**config.mk**
```make
export PLATFORM = sky130hd
export DESIGN_NAME = fp_addsub_dispatcher
export DESIGN_NICKNAME = d
export VERILOG_FILES = /design/src/rtl/fp_addsub_dispatcher.sv
export SDC_FILE = /design/constraint.sdc
export NUM_CORES = 1
export LEC_CHECK = 0
export ABC_CLOCK_PERIOD_IN_PS = 3200
export CORE_UTILIZATION = 54
export CTS_CLUSTER_DIAMETER = 60
export DETAILED_ROUTE_END_ITERATION = 16
export PLACE_DENSITY_LB_ADDON = 0.08
export SLEW_MARGIN = 15
export SYNTH_ARGS = -nofsm -noshare
export SYNTH_HDL_FRONTEND = slang
export SYNTH_SLANG_ARGS = --single-unit
```
**constraint.sdc**
```tcl
create_clock -name clock -period 3.2 [get_ports clock]
set_input_delay 0.48 -clock clock [delete_from_list [all_inputs] [get_ports clock]]
set_output_delay 0.48 -clock clock [all_outputs]
set_load 0.05 [all_outputs]
```
**src/rtl/fp_addsub_dispatcher.sv**
```systemverilog
// Command front-end for the FP add/sub unit: queues operand commands, issues them one
// at a time with a start pulse, and returns each result (or a watchdog NaN) on a valid/ready port.
module fp_addsub_dispatcher #(
  parameter int unsigned DEPTH   = 4,
  parameter int unsigned TIMEOUT = 64
) (
  input  logic                   clock,
  input  logic                   reset,
  input  logic                   cmd_valid,
  output logic                   cmd_ready,
  input  logic                   cmd_op,
  input  logic [31:0]            cmd_a,
  input  logic [31:0]            cmd_b,
  output logic                   res_valid,
  input  logic                   res_ready,
  output logic [31:0]            res_data,
  output logic                   res_timeout,
  output logic [$clog2(DEPTH):0] pending,
  output logic                   fpu_start,
  output logic                   fpu_op,
  output logic [31:0]            fpu_data_a,
  output logic [31:0]            fpu_data_b,
  input  logic                   fpu_busy,
  input  logic                   fpu_ready,
  input  logic [31:0]            fpu_data_o
);

  localparam int unsigned DATA_W = 32;
  localparam int unsigned PTR_W  = $clog2(DEPTH);
  localparam int unsigned CNT_W  = PTR_W + 1;
  localparam int unsigned WD_W   = (TIMEOUT > 1) ? $clog2(TIMEOUT) : 1;
  localparam logic [DATA_W-1:0] QNAN = 32'h7FC0_0000;

  typedef struct packed {
    logic              op;
    logic [DATA_W-1:0] a;
    logic [DATA_W-1:0] b;
  } cmd_t;

  typedef enum logic [1:0] {S_IDLE, S_ISSUE, S_WAIT, S_RESULT} state_t;

  cmd_t              mem_q [DEPTH];
  cmd_t              cmd_in;
  cmd_t              head;
  logic [PTR_W-1:0]  wr_ptr_q, wr_ptr_d;
  logic [PTR_W-1:0]  rd_ptr_q, rd_ptr_d;
  logic [CNT_W-1:0]  count_q, count_d;
  logic              push, pop, full, empty;

  state_t            state_q, state_d;
  logic [WD_W-1:0]   wd_q, wd_d;
  cmd_t              iss_q, iss_d;
  logic              start_q, start_d;
  logic              res_valid_q, res_valid_d;
  logic [DATA_W-1:0] res_data_q, res_data_d;
  logic              res_to_q, res_to_d;

  // Busy is informational only; the handshake relies on start/ready.
  logic unused_busy;
  assign unused_busy = fpu_busy;

  assign cmd_in = {cmd_op, cmd_a, cmd_b};
  assign head   = mem_q[rd_ptr_q];
  assign full   = (count_q == CNT_W'(DEPTH));
  assign empty  = (count_q == '0);
  assign push   = cmd_valid & ~full;

  // FIFO bookkeeping; a full FIFO refuses pushes even when popping the same cycle.
  always_comb begin
    wr_ptr_d = wr_ptr_q;
    rd_ptr_d = rd_ptr_q;
    count_d  = count_q;
    if (push) wr_ptr_d = wr_ptr_q + PTR_W'(1);
    if (pop)  rd_ptr_d = rd_ptr_q + PTR_W'(1);
    if (push && !pop)      count_d = count_q + CNT_W'(1);
    else if (!push && pop) count_d = count_q - CNT_W'(1);
  end

  always_ff @(posedge clock) begin
    if (push) mem_q[wr_ptr_q] <= cmd_in;
  end

  // Issue FSM: one command in flight, watchdog bounds the wait for the adder.
  always_comb begin
    state_d     = state_q;
    wd_d        = wd_q;
    iss_d       = iss_q;
    start_d     = 1'b0;
    res_valid_d = res_valid_q;
    res_data_d  = res_data_q;
    res_to_d    = res_to_q;
    pop         = 1'b0;
    case (state_q)
      S_IDLE: begin
        if (!empty) begin
          pop     = 1'b1;
          iss_d   = head;
          start_d = 1'b1;
          state_d = S_ISSUE;
        end
      end
      S_ISSUE: begin
        wd_d    = '0;
        state_d = S_WAIT;
      end
      S_WAIT: begin
        wd_d = wd_q + WD_W'(1);
        if (fpu_ready) begin
          res_data_d  = fpu_data_o;
          res_to_d    = 1'b0;
          res_valid_d = 1'b1;
          state_d     = S_RESULT;
        end else if (wd_q == WD_W'(TIMEOUT - 1)) begin
          res_data_d  = QNAN;
          res_to_d    = 1'b1;
          res_valid_d = 1'b1;
          state_d     = S_RESULT;
        end
      end
      S_RESULT: begin
        if (res_ready) begin
          res_valid_d = 1'b0;
          state_d     = S_IDLE;
        end
      end
      default: state_d = S_IDLE;
    endcase
  end

  always_ff @(posedge clock) begin
    if (reset) begin
      state_q     <= S_IDLE;
      wr_ptr_q    <= '0;
      rd_ptr_q    <= '0;
      count_q     <= '0;
      wd_q        <= '0;
      iss_q       <= '0;
      start_q     <= 1'b0;
      res_valid_q <= 1'b0;
      res_data_q  <= '0;
      res_to_q    <= 1'b0;
    end else begin
      state_q     <= state_d;
      wr_ptr_q    <= wr_ptr_d;
      rd_ptr_q    <= rd_ptr_d;
      count_q     <= count_d;
      wd_q        <= wd_d;
      iss_q       <= iss_d;
      start_q     <= start_d;
      res_valid_q <= res_valid_d;
      res_data_q  <= res_data_d;
      res_to_q    <= res_to_d;
    end
  end

  assign cmd_ready   = ~full;
  assign pending     = count_q;
  assign fpu_start   = start_q;
  assign fpu_op      = iss_q.op;
  assign fpu_data_a  = iss_q.a;
  assign fpu_data_b  = iss_q.b;
  assign res_valid   = res_valid_q;
  assign res_data    = res_data_q;
  assign res_timeout = res_to_q;

endmodule

```
# After elaboration in Yosys (flattened, before gate mapping)
# Memories as Yosys holds them, arrays and structs flattened. A register that Yosys moved wholly into a read port is not among the register bits.
# Index checks and enable logic that the tools add are counted.
word_totals:
  ramBits: 260
  romBits: 0
  n_memories: 1
  in_bits: 103
  ff_bits: 50
  latchBits: 0
  out_inout_bits: 104
  elab_cells: 59
memory_table:
  columns: ["memory", "depth", "width", "read_ports", "rd_ports_with_merged_regs", "wr", "line_no", "text"]
  rows:
  - ["mem_q", 4, 65, 1, 1, 1, "42", "cmd_t mem_q [DEPTH];"]
classes:
  bitwise_logic: 3
  shifts: 0
  div: 0
  magnitude_cmp: 0
  n_addsub: 5
  n_reduce_logical: 14
  muxes: 19
  multipliers: 0
  eq_ne: 8
ops:
  columns: ["operator", "count"]
  rows:
  - ["$mux 32", 2]
  - ["$pmux 6 s2", 1]
  - ["$mux 1", 8]
  - ["$mux 2", 4]
  - ["$pmux 2 s4", 1]
  - ["$reduce_bool 2->1", 4]
  - ["$add 6x1->6 const B", 1]
  - ["$eq 6x6->1 const B", 1]
  - ["$mux 3", 2]
  - ["$reduce_and 3->1", 2]
  - ["$add 2x1->2 const B", 2]
  - ["$eq 2x2->1 const B", 2]
  - ["$ne 2x2->1 const B", 2]
  - ["$reduce_and 2->1", 2]
  - ["$add 3x1->3 const B", 1]
  - ["$eq 3x3->1 const B", 1]
  - ["$logic_not 3->1", 1]
  - ["$ne 3x3->1 const B", 1]
  - ["$sub 3x1->3 const B", 1]
  - ["$eq 2x1->1 const B", 1]
  - ["$logic_and 1x1->1", 2]
  - ["$logic_not 1->1", 2]
  - ["$logic_not 2->1", 1]
  - ["$not 1->1", 2]
  - ["2 further kinds", 2]

# Longest topological paths before layout
# Gate-level depths: netlist of the first run.
depth:
  depth_word: 7
  depth_mapped: 11
  ltp_nobuf: 10

# Worst setup path after synthesis of the first run
# No wires, ideal clock.
synth_timing:
  kind: "reg2reg"
  startpoint: "reg count_q[0] (netlist: pending[0])"
  endpoint: "mem mem_q[1][0] in the netlist's numbering, enable pin"
  required_ns: 2.770
  n_path_buf: 0
  stages_incl_launch_ff: 4
  setup_ns: 0.430
  synth_period_minus_slack_ns: 3.182
  path_slack_ns: 0.018
  t_arrival_ns: 2.752
  path_cell_list: "dfxtp_1 nor2_1 a21boi_2 and2_1"
synth_via:
  elab_chain_len: 5
synth_lines:
  columns: ["item", "line_no", "text"]
  rows:
  - ["start: declaration", "47", "logic [CNT_W-1:0] count_q, count_d;"]
  - ["start signal: assignment", "146", "count_q <= count_d;"]
  - ["$eq 3x3->1", "64", "assign full = (count_q == CNT_W'(DEPTH));"]
  - ["$not 1->1", "66", "assign push = cmd_valid & ~full;"]
  - ["$and 1x1->1", "66", null]
  - ["via push", "48", "logic push, pop, full, empty;"]
  - ["$mux 1", "80", "if (push) mem_q[wr_ptr_q] <= cmd_in;"]
  - ["$mux 1 (not written as such)", "80", null]
  - ["end: declaration", "42", null]
# The timed path passes the listed nets, and every way through them passes these cells.

# Worst setup path in the final report of the first run
layout_timing:
  startpoint: "reg count_q[0] (netlist: pending[0])"
  endpoint: "out cmd_ready"
layout_via:
  elab_chain_len: 2
layout_lines:
  columns: ["item", "line_no", "text"]
  rows:
  - ["$eq 3x3->1", "64", null]
  - ["$not 1->1", "156", "assign cmd_ready = ~full;"]
  - ["end: declaration", "10", "output logic cmd_ready,"]
# Every way passes these cells.

==> results.md, run 1 <==
* Status: completed
* P_int at 10.17 mW
* Vias at ~7,800
* Post-synth ARST share at 0%
* Sequential share of the synthesized area at 73.55%
* Period Utilization, post-route at between 70 and 80%
* Initial DRC Count at between 600 and 700
* Internal reg-to-reg setup slack at approximately 1 ns
* Routed WL per cell at 19.00 um
* Later-pin clock latency in the skew report at just over 0.5 ns
* Crit Path Category: reg2out
* Post-synth EDFFs at 260
* Slew @ Worst Pin at 0.8615 ns
* CTS H-tree depth at 2
* Hold WC Path Type: in2reg
* Switching pwr at 5.033 mW
* Grt total ovfl at 0
* Hold Fails Final Rpt at 0
* Critical Path Start Type: flop
* Worst R2R End: pending[2]
* Clk_skew at 0.01785 ns
* Vias in the first global route at 7,812
* Gate power share at 30.6%
* Placed inst area at 16,140 sq um
* Syn nets at 980
* Final std cells w/o fill at 1,441
* Fin crit period at 2.474 ns
* FF-to-FF Start: pending[0]
* Hold Startpoint: reset
* Ys flop type: edfxtp_1
* Layout cells sized above 1 at 13.69%
* Fin util at between 60% and 70%
* GP Congestion at between 0.7 and 0.8
* Crit. End Element: output pin
* Synthesized cell area at 13,740 sq um
* CTS Root Cell: clkbuf_16
* Post-Layout Inst Area at roughly 17,000 sq um
* Crit path buf inv count at 1
* Area growth syn-to-layout at 26.06%
* Core area at 25,110 sq um
* Residual DRC at 0
* Netlist cell types at 38
* WP data arrival at 1.99 ns
* Pin count of the biggest net entering global routing at 68
* Hpwl dp at 16.25 mm
* Ys Warns at 0
* Total wire length at between 20 and 30 mm
* Place WS at 0.6773 ns
* CP max FO at 6
* Worst VDD drop at 0.8746 mV
* TritonRoute pass-1 iters at 4
* Chip width at 161.5 um
* Max-cap violations at 0
* Final critical-path setup slack at 0.7264 ns
* First-pass GRT wire length at 42.57 mm
* Critical Path Max Stage Delay at roughly 0.8 ns
* Rows at 58
* Yosys reg bits at 375
* Hold path endpoint: pending[1]
* Die ar. at 26,100 sq um
* Setup TNS at 0 ns
* Clock network power share at 27.3%
* Switching Share at between 30% and 40%
* Worst reg2reg path depth at 9
* Die height at approximately 160 um
* FILL cells at 1,772
* Num CTS Buffers at 38
* Finish-stage setup viols at 0
* CTS Hold Buffers Added at 0
* Slowest cell on the critical path: clkdlybuf4s50_1
* Slew margin rel. at 42.56%
* Number of vias per cell at approximately 5.4
* Part of the power in registers at 42.0%
* Clock sink total at around 380
* I/O pins at 207
* Hold slack at 0.3765 ns
* Critical-path cell list: nor2_1 -> nand2_1 -> clkdlybuf4s50_1
* Area of the multi-input gates at 3292 sq um
* Nets at 1,195
* DP Cell Count at 1,371
* Setup Buffers After CTS at 0
* CTS tree: done
* Gate Count Post-Synth at 866
* Hold Path Depth at 2
* PD cells at 877.7 nW/um^2
* Total GRT Usage at 21.30%
* Final Max Tran Viols at 0
* Worst-path clk slew at 0.06 ns
* Static Leak at 5.727 nW
* Clock buffer depth at 3
* Max Freq at ~0.40 GHz
* Initial antenna violation count at 1
* IO Port Bufs at 205
* CTS resizes at 0
* Largest delay share family, worst path: buffers and inverters
* Final ANT Viol Nets at 0
* Register area at 10,120 sq um
* Design Power at 15.21 mW
* Syn avg cell area at about 16 sq um
* RSZ-0062 raised after global routing: no
* Starting Density at a little over half
* Required @ worst endpoint at 2.72 ns
layout by cell type (no fill, tap or decap), types with 3 or more instances in the layout:
cell	count
a21oi_1	101
and2_4	4
buf_12	6
buf_4	16
clkbuf_1	14
clkbuf_16	39
clkbuf_8	6
clkdlybuf4s50_1	204
clkinv_1	3
clkinv_2	5
dfxtp_1	113
edfxtp_1	260
ha_1	10
inv_1	8
mux2i_1	3
mux4_2	65
nand2_1	159
nand3_1	23
nor2_1	25
o21ai_0	10
xnor2_1	3
xor2_1	7
cells by family (layout without fill, tap and decap cells):
group                    after synthesis  in the layout  share of synthesized area [%]
XOR/XNOR                              10             10                         0.6373
multiplexers                          68             68                          10.87
buffers and inverters                 60            304                          2.622
AND/OR/NAND/NOR                      222            222                          6.582
adder cells (fa/ha/maj)               11             11                          1.056
AO/OA/AOI/OAI                        120            120                          4.679
other                                  0              1                              0
flip-flops                           375            375                          73.55
how the worst max path moves through the flow:
| stage | startpoint | endpoint | depth (start not counted) |
|---|---|---|---|
| after floorplan | pending[0] | mem_q[1][0] | 3 |
| after global placement | cmd_valid | pending[2] | 9 |
| after detailed placement | cmd_valid | pending[2] | 9 |
| after CTS | pending[0] | cmd_ready | 3 |
| final | pending[0] | cmd_ready | 3 |
| after global routing | pending[0] | cmd_ready | 3 |
sequential cells by signal, summed over array words and instances, names as in the netlist, 2 cells and up:
register	flops
mem_q	260
fpu_data_a	32
fpu_data_b	32
res_data	32
wd_q	6
pending	3
rd_ptr_q	2
state_q	2
wr_ptr_q	2
synthesized netlist by cell type (2+ instances only):
library cell,n,area [sq um]
edfxtp_1,260,7807
nand2_1,159,596.8
dfxtp_1,115,2302
a21oi_1,101,505.5
mux4_2,65,1464
nor2_1,25,93.84
nand3_1,23,115.1
clkbuf_1,19,71.32
buf_2,14,70.07
ha_1,10,125.1
o21ai_0,10,50.05
inv_1,8,30.03
xor2_1,7,61.31
and2_1,5,31.28
buf_1,5,18.77
buf_6,5,56.30
buf_12,4,80.08
buf_4,4,30.03
mux2i_1,3,30.03
xnor2_1,3,26.28
a211oi_1,2,15.01
nand4_1,2,12.51
nor3_1,2,10.01
routing by layer:
metal  global-route usage [%]  up-vias  share of wire (%)
met1                    27.97     3831                 41
met3                    4.648       48                6.9
li1                         -     3657                  -
met5                        0        -                  0
met4                    6.218        0                2.2
met2                    35.85      269                 50
power by group through the flow:
stage	Sequential (mW)	Clock (mW)	Combinational (mW)
CTS	6.41	4.27	4.73
detailed placement	6.50	0	4.70
global placement	6.48	0	4.67
finish	6.39	4.16	4.66
floorplan	7.68	0	2.06
global route	6.48	4.45	4.97
cell type report:
type | instances | area share, %
clock inverters | 10 | 0.4333
multi-input cells | 431 | 19.00
diodes | 1 | 0.01444
clock buffers | 59 | 6.413
well taps | 330 | 2.383
inverters | 9 | 0.1950
flip-flops and latches | 375 | 58.39
repair buffers | 226 | 13.17
No activity file was read; power rests on OpenSTA's default activity.
==> run 2, diff against run 1 <==
Settings changed: ABC_CLOCK_PERIOD_IN_PS 3200 to 2500.
Clock period 3.2 ns to 2.5 ns, I/O delays scaled along.
==> run 2 against run 1 <==
  * Utilization up 0.79 points
  * Die area unchanged
  * Clock-buffer cell count down 4
  * First-iteration DRC count down 4.2%
  * Setup slack worse by 0.57 ns
  * Cell count up 0.56%
  * Hold slack worse by 0.088 ns
  * Combinational power up 30%
  * Critical path type unchanged
  * Largest power group unchanged
==> results.md, run 2 (synthesis results as in run 1) <==
* FF-to-FF Start: state_q[0]
* Crit path from: pending[0]
* Post-Layout Inst Area at 17,530 sq um
* Vias at a little under 8,000
* Required @ worst endpoint at approximately 2.1 ns
* Later-pin clock latency in the skew report at between 0.5 and 0.6 ns
* Worst VDD drop at 0.9017 mV
* Residual DRC at 0
* Fin util at 69.80%
* Max Freq at 0.4269 GHz
* Initial antenna violation count at 1
* Hold Path Depth at 2
* Final std cells w/o fill at 1,449
* Crit path buf inv count at 1
* Setup TNS at 0 ns
* Status: completed
* Most common cell after layout, fill and taps aside: edfxtp_1
* Design Power at around 20 mW
* Rows at 58
* CTS resizes at 0
* Finish-stage setup viols at 0
* Critical Path Start Type: flop
* Fin crit period at ~2.3 ns
* IO Port Bufs at 205
* Most flops, register: mem_q
* Starting Density at between 50 and 60%
* GP Congestion at 0.7327
* Chip width at 161.5 um
* Slew @ Worst Pin at 0.8724 ns
* Largest register FFs at 260
* Hold slack at 0.2889 ns
* Crit Path Category: reg2out
* Grt total ovfl at 0
* Area of the multi-input gates at 3292 sq um
* Final Max Tran Viols at 0
* Largest delay share family, worst path: buffers and inverters
* I/O pins at roughly 210
* Setup Buffers After CTS at 0
* Nets at between 1,000 and 1,500
* Critical Path Max Stage Delay at 0.81 ns
* Register area at 10,120 sq um
* Die ar. at 26,100 sq um
* DP Cell Count at between 1,000 and 1,500
* CTS Hold Buffers Added at 0
* Placed inst area at about 16,000 sq um
* Internal reg-to-reg setup slack at 0.39 ns
* Most frequent cells in the layout: edfxtp_1 (260), clkdlybuf4s50_1 (204), nand2_1 (159)
* FILL cells at 1,739
* PD cells at 1130 nW/um^2
* Initial DRC Count at about 640
* Final ANT Viol Nets at 0
* Worst reg2reg path depth at 10
* Slowest cell on the critical path: clkdlybuf4s50_1
* Hold Fails Final Rpt at 0
* Final critical-path setup slack at ~0.16 ns
* CP max FO at 6
* CTS Root Cell: clkbuf_16
* Clock buffer depth at 3
* Hpwl dp at ~16 mm
* TritonRoute pass-1 iters at 4
* Total GRT Usage at 21.13%
* Number of vias per cell at 5.364
* Pin count of the biggest net entering global routing at 68
* Worst-path clk slew at 0.05 ns
* Clk_skew at 0.01085 ns
* Place WS at 0.2058 ns
* Stages on worst setup path at 3
* Period Utilization, post-route at 93.69%
* Num CTS Buffers at 39
* Static Leak at between 5 and 6 nW
* First-pass GRT wire length at 42.29 mm
* Met3 wire length at 1.551 mm
* Metal2 WL at 13.41 mm
* CTS tree: done
* Slew margin rel. at 41.84%
* Core area at around 25,000 sq um
* DR top layer: met4
* Worst R2R End: pending[2]
* Clock sink total at 375
* Critical-path cell list: nor2_1 -> nand2_1 -> clkdlybuf4s50_1
* CTS H-tree depth at 2
* Total wire length at 26.85 mm
* DRT met1 WL at 11.50 mm
* WP data arrival at between 1.5 and 2 ns
* Routed WL per cell at ~19 um
* Crit. End Element: output pin
* Vias in the first global route at 7,868
* Area growth syn-to-layout at 27.51%
* Hold WC Path Type: in2reg
* Die height at between 150 and 200 um
* Layout cells sized above 1 at 14.94%
* RSZ-0062 raised after global routing: no
* End of the critical path: cmd_ready
* Max-cap violations at 0
==> run 2: metal layers <==
| metal | up-vias | global-route usage (%) |
|---|---|---|
| met3 | 34 | 4.366 |
| met1 | 3838 | 28.13 |
| met4 | 0 | 5.146 |
| li1 | 3680 | - |
| met5 | - | 0 |
| met2 | 221 | 35.83 |
==> run 2: worst min-delay path by stage <==
| stage | to | start |
|---|---|---|
| final | pending[1] | reset |
| after global routing | pending[1] | reset |
| after CTS | pending[1] | reset |
| after detailed placement | fpu_data_a[19] | fpu_data_a[19] |
| after global placement | fpu_data_a[18] | fpu_data_a[18] |
| after floorplan | mem_q[0][0] | cmd_b[0] |
==> run 2: where the power goes <==
group | switching, mW | internal [mW]
Sequential | 0.500 | 7.63
Clock | 2.22 | 3.38
Combinational | 3.78 | 2.30
Total | 6.50 | 13.3
==> run 2: area by class of cell <==
cell class / instances / share of cell area (%)
diodes: 1 / 0.01428
well taps: 330 / 2.356
clock inverters: 16 / 0.7425
clock buffers: 55 / 6.475
multi-input cells: 431 / 18.78
repair buffers: 232 / 13.71
flip-flops and latches: 375 / 57.73
inverters: 9 / 0.1928
==> run 2: worst reg2reg max path, cell delays in order, from the launching register on <==
cell and delay [ns]:
dfxtp_1 0.35, inv_1 0.09, ha_1 0.23, o31a_4 0.12, inv_2 0.06, ha_1 0.16, inv_1 0.06, fa_1 0.37
xor2_1 0.15, or3_1 0.30, a21oi_1 0.16
==> run 3, diff against run 2 <==
Settings changed: SKIP_LAST_GASP set to 1.
==> results of run 3 <==
The final DEF is identical to that of run 2; final timing and power are the same.
